File: src/rtl/spi_mux_arbiter.sv
// Round-robin arbiter that shares one SPI master engine between NREQ clients,
// steering the SPI MUX, waiting for it to settle and acknowledging each transaction.
module spi_mux_arbiter #(
  parameter int NREQ           = 4,
  parameter int SETTLE_CYCLES  = 8,
  parameter int TIMEOUT_CYCLES = 65535
) (
  input  logic            sysClk,
  input  logic            sysReset_n,
  input  logic [NREQ-1:0] sysReq,
  output logic [NREQ-1:0] sysAck,
  output logic            sysAckErr,
  output logic [3:0]      muxSel,
  output logic            spiStart,
  input  logic            spiDone,
  input  logic            sysCsrStrobe,
  input  logic [31:0]     sysGpioOut,
  output logic [31:0]     sysCsr
);

  typedef enum logic [2:0] {
    IDLE   = 3'd0,
    SETTLE = 3'd1,
    START  = 3'd2,
    WAIT   = 3'd3,
    ACK    = 3'd4
  } state_t;

  localparam logic [7:0]      SETTLE_LAST = 8'(SETTLE_CYCLES - 1);
  localparam logic [15:0]     TO_LAST     = 16'(TIMEOUT_CYCLES - 1);
  localparam logic [3:0]      LAST_REQ    = 4'(NREQ - 1);
  localparam logic [NREQ-1:0] ONE         = NREQ'(1);

  state_t      state, state_n;
  logic [3:0]  rr, cur, pick;
  logic        pick_vld;
  logic [4:0]  sum;
  logic [7:0]  settle_cnt;
  logic [15:0] to_cnt;
  logic [7:0]  tx_count;
  logic        err, to_err, stray_done;
  logic        timeout_hit;
  logic [15:0] req_ext;
  logic        gpio_unused;

  assign req_ext     = 16'(sysReq);
  assign gpio_unused = ^sysGpioOut[31:3];
  assign timeout_hit = (state == WAIT) && !spiDone && (to_cnt == TO_LAST);

  // Walk offsets from the highest down so the smallest offset from rr wins.
  always_comb begin
    pick     = '0;
    pick_vld = 1'b0;
    sum      = '0;
    for (int i = NREQ - 1; i >= 0; i--) begin
      sum = {1'b0, rr} + 5'(i);
      if (sum >= 5'(NREQ)) sum = sum - 5'(NREQ);
      if (req_ext[sum[3:0]]) begin
        pick     = sum[3:0];
        pick_vld = 1'b1;
      end
    end
  end

  always_ff @(posedge sysClk or negedge sysReset_n) begin
    if (!sysReset_n) state <= IDLE;
    else             state <= state_n;
  end

  always_comb begin
    state_n = state;
    case (state)
      IDLE:    if (pick_vld) state_n = (pick == muxSel) ? START : SETTLE;
      SETTLE:  if (!req_ext[cur])                 state_n = IDLE;
               else if (settle_cnt == SETTLE_LAST) state_n = START;
      START:   state_n = WAIT;
      WAIT:    if (spiDone || to_cnt == TO_LAST) state_n = ACK;
      ACK:     state_n = IDLE;
      default: state_n = IDLE;
    endcase
  end

  always_ff @(posedge sysClk or negedge sysReset_n) begin
    if (!sysReset_n) begin
      muxSel     <= '0;
      rr         <= '0;
      cur        <= '0;
      settle_cnt <= '0;
      to_cnt     <= '0;
      tx_count   <= '0;
      err        <= 1'b0;
      to_err     <= 1'b0;
      stray_done <= 1'b0;
      sysAck     <= '0;
      sysAckErr  <= 1'b0;
      spiStart   <= 1'b0;
    end else begin
      spiStart  <= 1'b0;
      sysAck    <= '0;
      sysAckErr <= 1'b0;
      case (state)
        IDLE: if (pick_vld) begin
          cur <= pick;
          if (pick != muxSel) begin
            muxSel     <= pick;
            settle_cnt <= '0;
          end
        end
        SETTLE: settle_cnt <= settle_cnt + 8'd1;
        START: begin
          spiStart <= 1'b1;
          to_cnt   <= '0;
        end
        WAIT: begin
          if (!spiDone && to_cnt != TO_LAST) to_cnt <= to_cnt + 16'd1;
          err <= timeout_hit;
        end
        ACK: begin
          sysAck    <= ONE << cur;
          sysAckErr <= err;
          rr        <= (cur == LAST_REQ) ? 4'd0 : cur + 4'd1;
        end
        default: ;
      endcase

      // Sticky flags: a set event in the same cycle as a CSR clear wins.
      if (timeout_hit)                           to_err <= 1'b1;
      else if (sysCsrStrobe && sysGpioOut[0])    to_err <= 1'b0;

      if (spiDone && state != WAIT)              stray_done <= 1'b1;
      else if (sysCsrStrobe && sysGpioOut[1])    stray_done <= 1'b0;

      if (state == ACK)                          tx_count <= tx_count + 8'd1;
      else if (sysCsrStrobe && sysGpioOut[2])    tx_count <= '0;
    end
  end

  assign sysCsr = {tx_count[6:0], to_err, stray_done, state, muxSel, req_ext};

endmodule

File: config.mk
export PLATFORM = sky130hd
export DESIGN_NAME = spi_mux_arbiter
export DESIGN_NICKNAME = d
export VERILOG_FILES = /design/src/rtl/spi_mux_arbiter.sv
export SDC_FILE = /design/constraint.sdc
export NUM_CORES = 1
export LEC_CHECK = 0
export CAP_MARGIN = 30
export CORE_UTILIZATION = 43
export DETAILED_ROUTE_END_ITERATION = 6
export MAX_ROUTING_LAYER = met4
export PLACE_DENSITY = 0.78
export SLEW_MARGIN = 20
export SYNTH_ARGS = -nofsm -noshare
export SYNTH_HDL_FRONTEND = slang
export SYNTH_SLANG_ARGS = --single-unit
File: constraint.sdc
create_clock -name sysClk -period 3.1 [get_ports sysClk]
set_input_delay 0.62 -clock sysClk [delete_from_list [all_inputs] [get_ports sysClk]]
set_output_delay 0.62 -clock sysClk [all_outputs]
set_load 0.02 [all_outputs]
==> out/qor.txt <==
outcome -> finished clean
Net Sw Power -> 0.001720 W
Initial DRC Count -> 167
Syn Area/Cell -> 9.177 um^2
Die H -> 91.70 um
leak pwr -> 1.853 nW
Synth Register Bits -> 55
crit path DAT -> 3260 ps
ant diodes -> 0
Ys Warns -> 0
cell count after synthesis -> 377
Primary FF master, synth -> dfrtp_1
initial antenna violation count -> 0
H-tree levels -> 2
buffer depth of the longest clock path -> 2
Reg-to-Reg End -> settle_cnt[7]
TNS Setup -> 0 ps
initial core utilization -> 0.4454
Combinational Power Share -> 0.625
Final min period -> 3027 ps
Peak Freq -> 330.4 MHz
P_int -> 0.002103 W
Clock transition at path regs -> 90 ps
Die Wd -> 91.70 um
DRC -> 0
critical path fanouts, max -> 7
Post-CTS Hold Buffers -> 0
Power Total -> 0.003822 W
Setup Crit Path Kind -> flip-flop to flip-flop
Clock power frac -> 0.102
Hold Path Class -> input pin to async pin
remaining antenna violation count -> 0
Crit path required time -> 3340 ps
clock latency on the worst-skew pair -> 310 ps
R2R Path Start -> rr[2]
DR vias -> 2869
Core ar. -> 7767 um^2
Post-synth EDFFs -> 0
Synth cell types -> 60
final hold violation count -> 0
buffers added on ports -> 40
DP Wirelength -> 5142 um
GPL Wtd Cong -> 0.8506
fraction of layout cells with a size suffix above 1 -> 0.1714
DR vias/cell -> 5.434
FF-to-FF setup slack -> 70 ps
Congestion Overflow GR -> 0
sequential cell fraction of total power -> 0.273
synth-to-layout area growth -> 23.18%
Setup violations, final -> 0
fin crit share -> 0.9764
CP endpoint kind -> flip-flop
TritonCTS clock tree -> yes
Post-Syn Area -> 3460 um^2
slew of the pin with the lowest slew margin -> 509.5 ps
die area -> 8408 um^2
final core occ -> 0.5486
io pins -> 82
FFs w/ async S/R, synth -> 1.000
num rows -> 32
drt pass-1 iters -> 4
sequential-to-total area share from yosys stat -> 0.3978
largest net degree at the start of global routing -> 25
PD cells -> 896.9 nW/um^2
Max Cap Viol -> 0
maximum VDD drop -> 0.3284 mV
unrepaired setup endpoints after global routing -> yes
cell depth of the worst flop-to-flop path -> 12
final WL -> 7431 um
cts bufs inserted -> 5
Setup Skew -> 8.846 ps
Clock Tree Root -> clkbuf_8
Clock Sink Count -> 55
startpoint types -> flip-flop
switching portion of total power -> 0.4499
pre-CTS WS -> -132.5 ps
Total GRT Usage -> 0.1792
final worst setup slack -> 73.04 ps
final slew viol count -> 0
Relative slew margins -> 0.6603
vias in the first global route -> 2691
layout net count -> 483
DR WL/cell -> 14.07 um
first-pass GRT wire length -> 12030 um
cells in the mapped netlist, types with 6 or more instances:
| master | instances | area (um^2) |
|---|---|---|
| a21oi_1 | 16 | 80.08 |
| and3_1 | 6 | 37.54 |
| buf_4 | 23 | 172.7 |
| clkbuf_1 | 7 | 26.28 |
| dfrtp_1 | 55 | 1376 |
| ha_1 | 17 | 212.7 |
| inv_1 | 13 | 48.80 |
| mux2i_1 | 7 | 70.07 |
| nand2_1 | 37 | 138.9 |
| nand3_1 | 8 | 40.04 |
| nand4_1 | 9 | 56.30 |
| nor2_1 | 39 | 146.4 |
| nor2b_1 | 6 | 37.54 |
| nor3_1 | 9 | 45.04 |
| o21ai_0 | 29 | 145.1 |
| or3_1 | 7 | 43.79 |
| xnor2_1 | 8 | 70.07 |
| xor2_1 | 11 | 96.34 |
worst max-delay path: stages (launching register included):
cell	delay [ps]
dfrtp_2	450
ha_4	220
nand2_4	70
xnor2_2	170
ha_1	280
and2b_2	240
a31oi_4	240
o21a_1	190
mux2i_1	200
a32o_2	290
a21oi_4	100
or3_4	390
a21oi_2	130
sequential cells by signal, summed over array words and instances, names as in the netlist, 3 cells and up:
register    cells
to_cnt         16
settle_cnt      8
tx_count        7
cur             4
muxSel          4
rr              4
sysAck          4
state           3
repair_timing:
action / in CTS / in global routing
gates resized for setup: 5 / 31
buffers inserted: 1 / 5
cloned: 0 / 1
endpoints found under the setup margin: 7 / 10
pin swaps: 4 / 16
metrics by stage:
step,cells,instance area (um^2),hold WS (ps)
final,528,4262,210.7
after global routing,528,4262,220.4
after CTS,522,4034,221.1
after detailed placement,514,3924,475.5
after global placement,514,3924,470.5
after floorplan,388,3501,324.4
routing by layer:
metal  up-vias  GRT usage  share of wire
met1      1415     0.2291           0.45
li1       1380          -              -
met3        11    0.02570          0.024
met2        63     0.3020           0.52
met5         -          -              0
met4         0    0.04297          0.014
logic make-up after synthesis:
| kind of cell | Yosys count | synth area share |
|---|---|---|
| compound gates | 78 | 0.1490 |
| xor+xnor | 20 | 0.05280 |
| fa+ha+maj | 17 | 0.06148 |
| buf+inv | 52 | 0.09078 |
| flops | 55 | 0.3978 |
| mux | 12 | 0.04304 |
| other cells | 1 | 0.001084 |
| simple gates | 142 | 0.2040 |
final cells by class:
class | instances | area, um^2
Timing Repair Buffer | 67 | 601.8
Fill cell | 650 | 3506
Multi-Input combinational cell | 282 | 2006
Tap cell | 102 | 127.6
Sequential cell | 55 | 1380
Clock buffer | 6 | 82.58
Inverter | 15 | 58.81
Clock inverter | 1 | 5.005
worst max-delay path by stage:
stage / slack, ps / depth (start not counted) / start / endpoint
finish: 70 / 12 / rr[2] / settle_cnt[7]
global route: -80 / 13 / rr[2] / state[1]
CTS: 40 / 12 / rr[2] / settle_cnt[6]
detailed placement: -130 / 9 / sysReq[2] / settle_cnt[6]
global placement: -50 / 9 / sysReq[2] / settle_cnt[1]
floorplan: 70 / 14 / rr[1] / settle_cnt[1]
power groups by stage:
stage          Sequential [W]  Combinational [W]  Clock (W)
2_1_floorplan         0.00102            0.00150          0
3_3_place_gp          0.00102            0.00192          0
3_5_place_dp          0.00103            0.00201          0
4_1_cts               0.00101            0.00204   0.000401
5_1_grt               0.00107            0.00263   0.000444
6_report              0.00104            0.00239   0.000391
cell usage in the layout, fill, tap and decap left out, types with 4 or more instances in the layout:
cell	synthesis	final
nand2_1	37	36
or3_1	7	6
mux2i_1	7	7
a21oi_1	16	12
conb_1	1	12
nor3_1	9	9
nand3_1	8	8
nand3b_1	4	4
xnor2_1	8	6
nor2b_1	6	6
inv_1	13	12
nor2_1	39	39
xor2_1	11	10
clkbuf_8	0	6
dfrtp_1	55	52
ha_1	17	13
buf_4	23	26
o21ai_0	29	29
clkdlybuf4s50_1	0	39
and4_1	4	4
nand4_1	9	9
and3_1	6	6
No activity file was read; power rests on OpenSTA's default activity.
